## config.mk

```make
export PLATFORM = sky130hd
export DESIGN_NAME = fifo_stream_drain
export DESIGN_NICKNAME = d
export VERILOG_FILES = /design/src/rtl/fifo_drain_pkg.sv /design/src/rtl/skid_buf2.sv /design/src/rtl/fifo_stream_drain.sv
export SDC_FILE = /design/constraint.sdc
export NUM_CORES = 1
export LEC_CHECK = 0
export ABC_AREA = 1
export CORE_MARGIN = 2
export CORE_UTILIZATION = 30
export DETAILED_ROUTE_END_ITERATION = 6
export PLACE_DENSITY = 0.47
export SLEW_MARGIN = 20
export SYNTH_ARGS = -nofsm -noshare
export SYNTH_HDL_FRONTEND = slang
export SYNTH_HIERARCHICAL = 1
export SYNTH_SLANG_ARGS = --single-unit
```

## constraint.sdc

```tcl
create_clock -name clk -period 6.68 [get_ports clk]
set_input_delay 1.336 -clock clk [delete_from_list [all_inputs] [get_ports clk]]
set_output_delay 1.336 -clock clk [all_outputs]
set_load 0.02 [all_outputs]
```

## src/rtl/fifo_drain_pkg.sv

```systemverilog
// Shared types and sizes for the FIFO read-side drain stage.
package fifo_drain_pkg;

    localparam int unsigned DATA_WIDTH_DEF = 16;
    localparam int unsigned BUF_DEPTH      = 2;
    localparam int unsigned CNT_W          = $clog2(BUF_DEPTH + 1);
    localparam int unsigned LVL_W          = CNT_W + 1;

    typedef enum logic [1:0] {
        IDLE  = 2'd0,
        RUN   = 2'd1,
        FLUSH = 2'd2
    } drain_state_e;

endpackage

```

## src/rtl/skid_buf2.sv

```systemverilog
// Two-entry skid buffer: pop-then-push ordering, synchronous clear, head always at r_head.
module skid_buf2
    import fifo_drain_pkg::*;
#(
    parameter int unsigned DATA_WIDTH = DATA_WIDTH_DEF
) (
    input  logic                  clk,
    input  logic                  rst,
    input  logic                  i_clear,
    input  logic                  i_push,
    input  logic                  i_pop,
    input  logic [DATA_WIDTH-1:0] i_data,
    output logic [DATA_WIDTH-1:0] o_head,
    output logic [CNT_W-1:0]      o_count
);

    logic [DATA_WIDTH-1:0] r_head;
    logic [DATA_WIDTH-1:0] r_tail;
    logic [CNT_W-1:0]      r_count;

    // The push slot is chosen after the pop has shifted the tail forward.
    always_ff @(posedge clk) begin
        if (rst || i_clear) begin
            r_head  <= '0;
            r_tail  <= '0;
            r_count <= '0;
        end else if (i_pop && i_push) begin
            if (r_count == CNT_W'(BUF_DEPTH)) begin
                r_head <= r_tail;
                r_tail <= i_data;
            end else begin
                r_head <= i_data;
            end
        end else if (i_pop) begin
            r_head  <= r_tail;
            r_count <= r_count - CNT_W'(1);
        end else if (i_push) begin
            if (r_count == '0) begin
                r_head <= i_data;
            end else begin
                r_tail <= i_data;
            end
            r_count <= r_count + CNT_W'(1);
        end
    end

    always_ff @(posedge clk) begin
        if (!rst && !i_clear) begin
            assert (!(i_push && !i_pop && (r_count == CNT_W'(BUF_DEPTH))))
                else $error("skid_buf2: push into a full buffer");
        end
    end

    assign o_head  = r_head;
    assign o_count = r_count;

endmodule

```

## src/rtl/fifo_stream_drain.sv

```systemverilog
// Read-side consumer of the sync FIFO: issues rd_en, absorbs the 1-cycle read latency
// in a 2-entry skid buffer and presents a valid/ready stream with flush and status.
module fifo_stream_drain
    import fifo_drain_pkg::*;
#(
    parameter int unsigned DATA_WIDTH = DATA_WIDTH_DEF,
    parameter int unsigned CNT_WIDTH  = 16
) (
    input  logic                  clk,
    input  logic                  rst,
    input  logic                  fifo_empty,
    input  logic                  fifo_underflow,
    input  logic [DATA_WIDTH-1:0] fifo_dout,
    output logic                  fifo_rd_en,
    output logic                  m_valid,
    input  logic                  m_ready,
    output logic [DATA_WIDTH-1:0] m_data,
    input  logic                  flush,
    output logic [CNT_WIDTH-1:0]  drained_cnt,
    output logic                  err_underflow
);

    drain_state_e          r_state;
    logic                  r_inflight;
    logic                  r_err;
    logic [CNT_WIDTH-1:0]  r_drained;

    logic [CNT_W-1:0]      w_count;
    logic [DATA_WIDTH-1:0] w_head;
    logic [LVL_W-1:0]      w_level;
    logic                  w_pop;
    logic                  w_push;
    logic                  w_clear;
    logic                  w_rd_en;

    assign m_valid = (w_count != '0);
    assign m_data  = w_head;
    assign w_pop   = m_valid && m_ready;
    assign w_clear = flush || (r_state == FLUSH);
    assign w_push  = r_inflight && !w_clear;

    // Occupancy after this cycle, counting the word already requested from the FIFO.
    assign w_level = LVL_W'(w_count) + LVL_W'(r_inflight) - LVL_W'(w_pop);

    assign w_rd_en = !rst && (r_state != FLUSH) && !flush && !fifo_empty
                     && (w_level < LVL_W'(BUF_DEPTH));
    assign fifo_rd_en = w_rd_en;

    skid_buf2 #(
        .DATA_WIDTH(DATA_WIDTH)
    ) u_buf (
        .clk     (clk),
        .rst     (rst),
        .i_clear (w_clear),
        .i_push  (w_push),
        .i_pop   (w_pop),
        .i_data  (fifo_dout),
        .o_head  (w_head),
        .o_count (w_count)
    );

    always_ff @(posedge clk) begin
        if (rst) begin
            r_state    <= IDLE;
            r_inflight <= 1'b0;
            r_drained  <= '0;
            r_err      <= 1'b0;
        end else begin
            r_inflight <= w_rd_en;
            if (w_pop) begin
                r_drained <= r_drained + CNT_WIDTH'(1);
            end
            if (fifo_underflow && r_inflight) begin
                r_err <= 1'b1;
            end
            if (flush) begin
                r_state <= FLUSH;
            end else begin
                case (r_state)
                    IDLE:    if (w_rd_en) r_state <= RUN;
                    RUN:     if ((w_level == '0) && !w_rd_en && fifo_empty) r_state <= IDLE;
                    FLUSH:   r_state <= IDLE;
                    default: r_state <= IDLE;
                endcase
            end
        end
    end

    assign drained_cnt   = r_drained;
    assign err_underflow = r_err;

endmodule

```

* Yosys cells after proc, flatten, opt, wreduce, memory -nomap -nowiden
Index checks and enable logic that the tools add are counted.
** Storage, ports and cells
- Register bits :: 54
- Input bits :: 22
- Logic and storage cells :: 73
** Cells by class
- Add/sub/neg operators :: 5
- Order comparisons :: 1
- Equality and inequality tests :: 11
- Muxes and demuxes :: 16
- Bitwise logic cells :: 1
- Reduce and logical (&&, ||, !) cells :: 31
** Operators with widths (count)
- 16-bit 2-to-1 mux :: 10
- 16-bit by 1-bit adder with 16-bit output (second input constant) :: 1
- 1-bit logical AND :: 10
- 2-bit 2-to-1 mux :: 5
- 2-bit != test (second input constant) :: 5
- 2-bit AND reduction :: 4
- 3-bit != test (second input constant) :: 2
- 2-bit nonzero test :: 3
- 3-bit nonzero test :: 2
- 1-bit logical NOT :: 5
- 2-bit == test (second input constant) :: 2
- 2-bit logical NOT :: 2
- 2-bit case mux with 2 select lines :: 1
- 4-bit AND reduction :: 1
- 2-bit by 1-bit adder with 3-bit output :: 1
- 3-bit logical NOT :: 1
- 3-bit by 2-bit less-than comparator with 1-bit output (second input constant) :: 1
- 3-bit by 1-bit subtractor with 3-bit output :: 1
- 2-bit by 1-bit adder with 2-bit output (second input constant) :: 1
- 2-bit by 1-bit == test with 1-bit output (second input constant) :: 1
- 1-bit logical OR :: 2
- 2-bit by 1-bit != test with 1-bit output (second input constant) :: 1
- 2-bit OR reduction :: 1
- 2-bit by 1-bit subtractor with 2-bit output (second input constant) :: 1
- 1-bit inverter :: 1

* Depth between registers and ports, before layout
- Depth after elaboration :: 11
- Gate-level depth with buffers :: 14

* Modules after synthesis
The synthesis kept the hierarchy.
** By module, submodules not included
- skid_buf2 :: times used 1, cells an instance 388, area an instance 2174.6 µm²
- fifo_stream_drain :: times used 1, cells an instance 160, area an instance 1113.6 µm²

* Least setup slack after synthesis
Ideal clock, no wire load.
- Path kind :: input -> output
- Start :: in m_ready
- End :: out fifo_rd_en
- Arrival time :: 3.005 ns
- Data required time :: 5.344 ns
- Path slack :: 2.339 ns
- Cell stages on the path :: 10
- Path buffers :: 0
- Cell sequence :: inv_2 > nor2_8 > ha_1 > inv_1 > ha_1 > inv_1 > fa_1 > nand2_1 > nor2_1 > nor2b_1
** Between the ends
- Word-level cells in the longest chain between the ends :: 4
** RTL lines
- from (decl) :: line fifo_stream_drain.sv:16 : input logic m_ready,
- 1-bit logical AND :: line fifo_stream_drain.sv:38 : assign w_pop = m_valid && m_ready;
- named net w_pop :: line fifo_stream_drain.sv:31 : logic w_pop;
- 3-bit by 1-bit subtractor with 3-bit output :: line fifo_stream_drain.sv:43 : assign w_level = LVL_W'(w_count) + LVL_W'(r_inflight) - LVL_W'(w_pop);
- 3-bit by 2-bit less-than comparator with 1-bit output :: line fifo_stream_drain.sv:46 : && (w_level < LVL_W'(BUF_DEPTH));
- 1-bit logical AND :: line fifo_stream_drain.sv:46
- to (decl) :: line fifo_stream_drain.sv:14 : output logic fifo_rd_en,
The timed path passes the listed nets, and every way through them passes these cells.

* Worst setup path in the final report
Same ends and word-level chain as after synthesis.

==> flow_summary.toml <==
[run_status]
status = "complete, no violations"

[cts]
cts_tree = "done"
cts_max_path_buffers = 2
cts.sinks = 54
ctsHoldBuffers = 0
cts_made_buffers = 5
clk_latency_ns = 0.31
htree_levels = 2
path_clk_slew_ns = 0.10
ctsResizeCount = 0
clockRootBuffer = "clkbuf_8"
post_cts_buffers = 0

[synth]
yosysWarnings = 6
synth_xor_area_frac = 0
syn_avg_cell_area_um2 = 6.00
synth_mux_area_frac = 0
synth_top_area_frac = 0.329
ys_seq_area_frac = 0.329
synth_compound_area_frac = 0.0422
synth-adder-area-share = 0.0289
synth.top_cells.by_area = "dfxtp_1 33%, nand2_1 17%, nor2_1 14%"
synthDistinctLibCells = 32
synth_edf_count = 0
synth-simple-area-share = 0.468
netlist_instances = 548
synth_top_family_by_area = "simple AND/OR/NAND/NOR gates"
ys_ff_latch = 54
syn-num-nets = 577
netlist_area_um2 = 3290
yosysTopAreaCell = "dfxtp_1"
ys.flop_type = "dfxtp_1"
async_flop_share = 0

[sta]
max-slew-margin-rel = 0.426
tns_ns = 0
rsz0062_at_grt = "false"
maxSlewViolCount = 0
clock.fmax_mhz = 188
worst_pin_slew_ns = 0.858
skew_ns = 0.0128
finalCritPeriodShare = 0.796
finalSetupViolCount = 0
setup_ws_ns = 1.37
fin_crit_ns = 5.31
finalHoldViolations = 0

[drt]
vias = 3241
drt.antenna.violating_nets = 0
drt_wl_total_mm = 8.61
drc = 0
drtIter0Drc = 147
dr.pass1.iters = 5
wire_per_inst_um = 11.7
vias_per_cell = 4.42

[min_path]
hp-class = "flip-flop to flip-flop"

[worst_setup_path]
crit_arrival_ns = 3.98
max_stage_delay_ns = 0.63
worstPathCellList = "clkdlybuf4s50_1 -> inv_2 -> nor2_8 -> ha_1 -> inv_1 -> ha_1 -> inv_1 -> fa_1 -> nand2_1 -> nor2_1 -> nor2b_1 -> clkdlybuf4s50_1"
worstSetupPathType = "primary input to primary output"
worst-path-max-fanout = 3
worst_setup_path_start_kind = "primary input"
slowest_stage = "clkdlybuf4s50_1"
crit_required_ns = 5.34
worstSetupEndpointType = "primary output"

[final_layout]
syn2layout_area_growth_pct = 23.2
antennaDiodeCount = 0
nets = 622
n_fill_cell = 1202
drive_gt1_frac = 0.0657

[floorplanning]
die_h_um = 109
fp-row-count = 38
core_um2 = 10700
fp.dieW_um = 109
die-area_um2 = 11800
start_util = 0.306
io_pins = 57

[grt]
antenna_found_initial = 0
grt_max_degree = 35
global_route.overflow_total = 0
grt_pass1_vias = 3113
grt_use_total = 0.153
grt_pass1_wl_mm = 14.4

[power_and_ir_drop]
ir_drop_v = 0.0000803
leakagePower_uw = 0.00166
power_density_nw_per_um2 = 149

[placement]
dp_slack_ns = 1.36
finalWeightedCongestion = 0.745
hpwl_mm = 5.56
io_buffers = 56

[run]
max_cap_viol_count = 0
## cell usage after synthesis, types with 2 or more instances
master	instances
a21oi_1	12
a21oi_4	2
buf_2	13
buf_6	2
clkbuf_1	3
dfxtp_1	54
ha_1	6
inv_1	77
inv_2	8
nand2_1	150
nand2_2	3
nand3_1	54
nand3_2	3
nand4_1	4
nor2_1	126
nor2_2	5
nor2_4	2
nor2b_1	2
nor3_1	5
o21ai_0	5
## state kept, by name (all words and copies together) (netlist names)
name and count:
r_inflight 1, u_buf/o_head 16, drained_cnt 16, u_buf/r_tail 16, u_buf/o_count 2, r_state 2, err_underflow 1
## path summary, 6_finish.rpt
path                    startpoint                to  slack, ns  cells past startpoint
hold / removal    u_buf/r_tail[15]  u_buf/r_tail[15]       0.48                      2
setup / recovery           m_ready        fifo_rd_en       1.37                     12
setup reg to reg  u_buf/o_count[0]  u_buf/r_tail[10]       3.44                     10
hold reg to reg   u_buf/r_tail[15]  u_buf/r_tail[15]       0.48                      2
## area by class of cell
class                   count  area, um^2  area share
well taps                 140         175      0.0432
flip-flops and latches     54        1080       0.267
repair buffers             58         576       0.142
inverters                  86         324      0.0800
clock buffers               5        68.8      0.0170
clock inverters             3        45.0      0.0111
multi-input cells         388        1780       0.440
## cell usage in the layout, fill, tap and decap left out
| cell type | instances |
|---|---|
| o21ai_0 | 5 |
| buf_4 | 2 |
| nand2_1 | 150 |
| nor3_4 | 1 |
| o21ai_2 | 1 |
| nand3_2 | 3 |
| inv_2 | 8 |
| nand4_1 | 4 |
| clkdlybuf4s50_1 | 56 |
| ha_1 | 6 |
| nor2b_1 | 2 |
| nor2_2 | 5 |
| nor3_1 | 5 |
| inv_1 | 77 |
| nor2_8 | 1 |
| a21oi_1 | 12 |
| clkinvlp_4 | 2 |
| dfxtp_1 | 54 |
| nor2_1 | 125 |
| nand3_4 | 1 |
| clkinv_2 | 1 |
| nand3b_1 | 1 |
| clkbuf_8 | 5 |
| fa_1 | 1 |
| nand3_1 | 54 |
| a21oi_4 | 2 |
| o21ai_1 | 1 |
| o21bai_1 | 1 |
| nand2_2 | 3 |
| bufinv_16 | 1 |
| or2_1 | 1 |
| nor2_4 | 3 |
## logic make-up after synthesis
| logic type | Yosys count |
|---|---|
| adders and majority gates | 7 |
| AOI/OAI and AO/OA | 22 |
| and+or+nand+nor | 359 |
| DFF | 54 |
| buffers and inverters | 106 |
## where the power goes
part	leakage [uW]	internal, uW	total (uW)	switching, uW
Clock	0.0000504	112	227	116
Combinational	0.00117	23.5	52.8	29.3
Sequential	0.000435	324	325	0.991
## metal layers
metal	track usage	up-vias	part of all wire
met3	0.0233	4	0.033
met2	0.261	54	0.48
li1	-	1740	-
met4	0.0430	0	0.0066
met1	0.201	1443	0.48
met5	0	-	0
## metrics by stage
step	instance area, um^2	power, uW	util	instances	hold WS [ns]
2_1_floorplan	3290	361	-	548	0.439
3_3_place_gp	3940	385	0.366	726	0.453
3_5_place_dp	3940	385	0.366	726	0.458
4_1_cts	4050	619	0.377	734	0.485
5_1_grt	4050	637	0.377	734	0.510
6_report	4050	605	0.377	734	0.480
## critical path: cells and delay by family
family,cells,cell delay [ns]
adders and majority gates,3,0.83
buffers and inverters,5,1.34
and+or+nand+nor,4,0.48
Note: power is estimated with default switching activity, not from simulation.
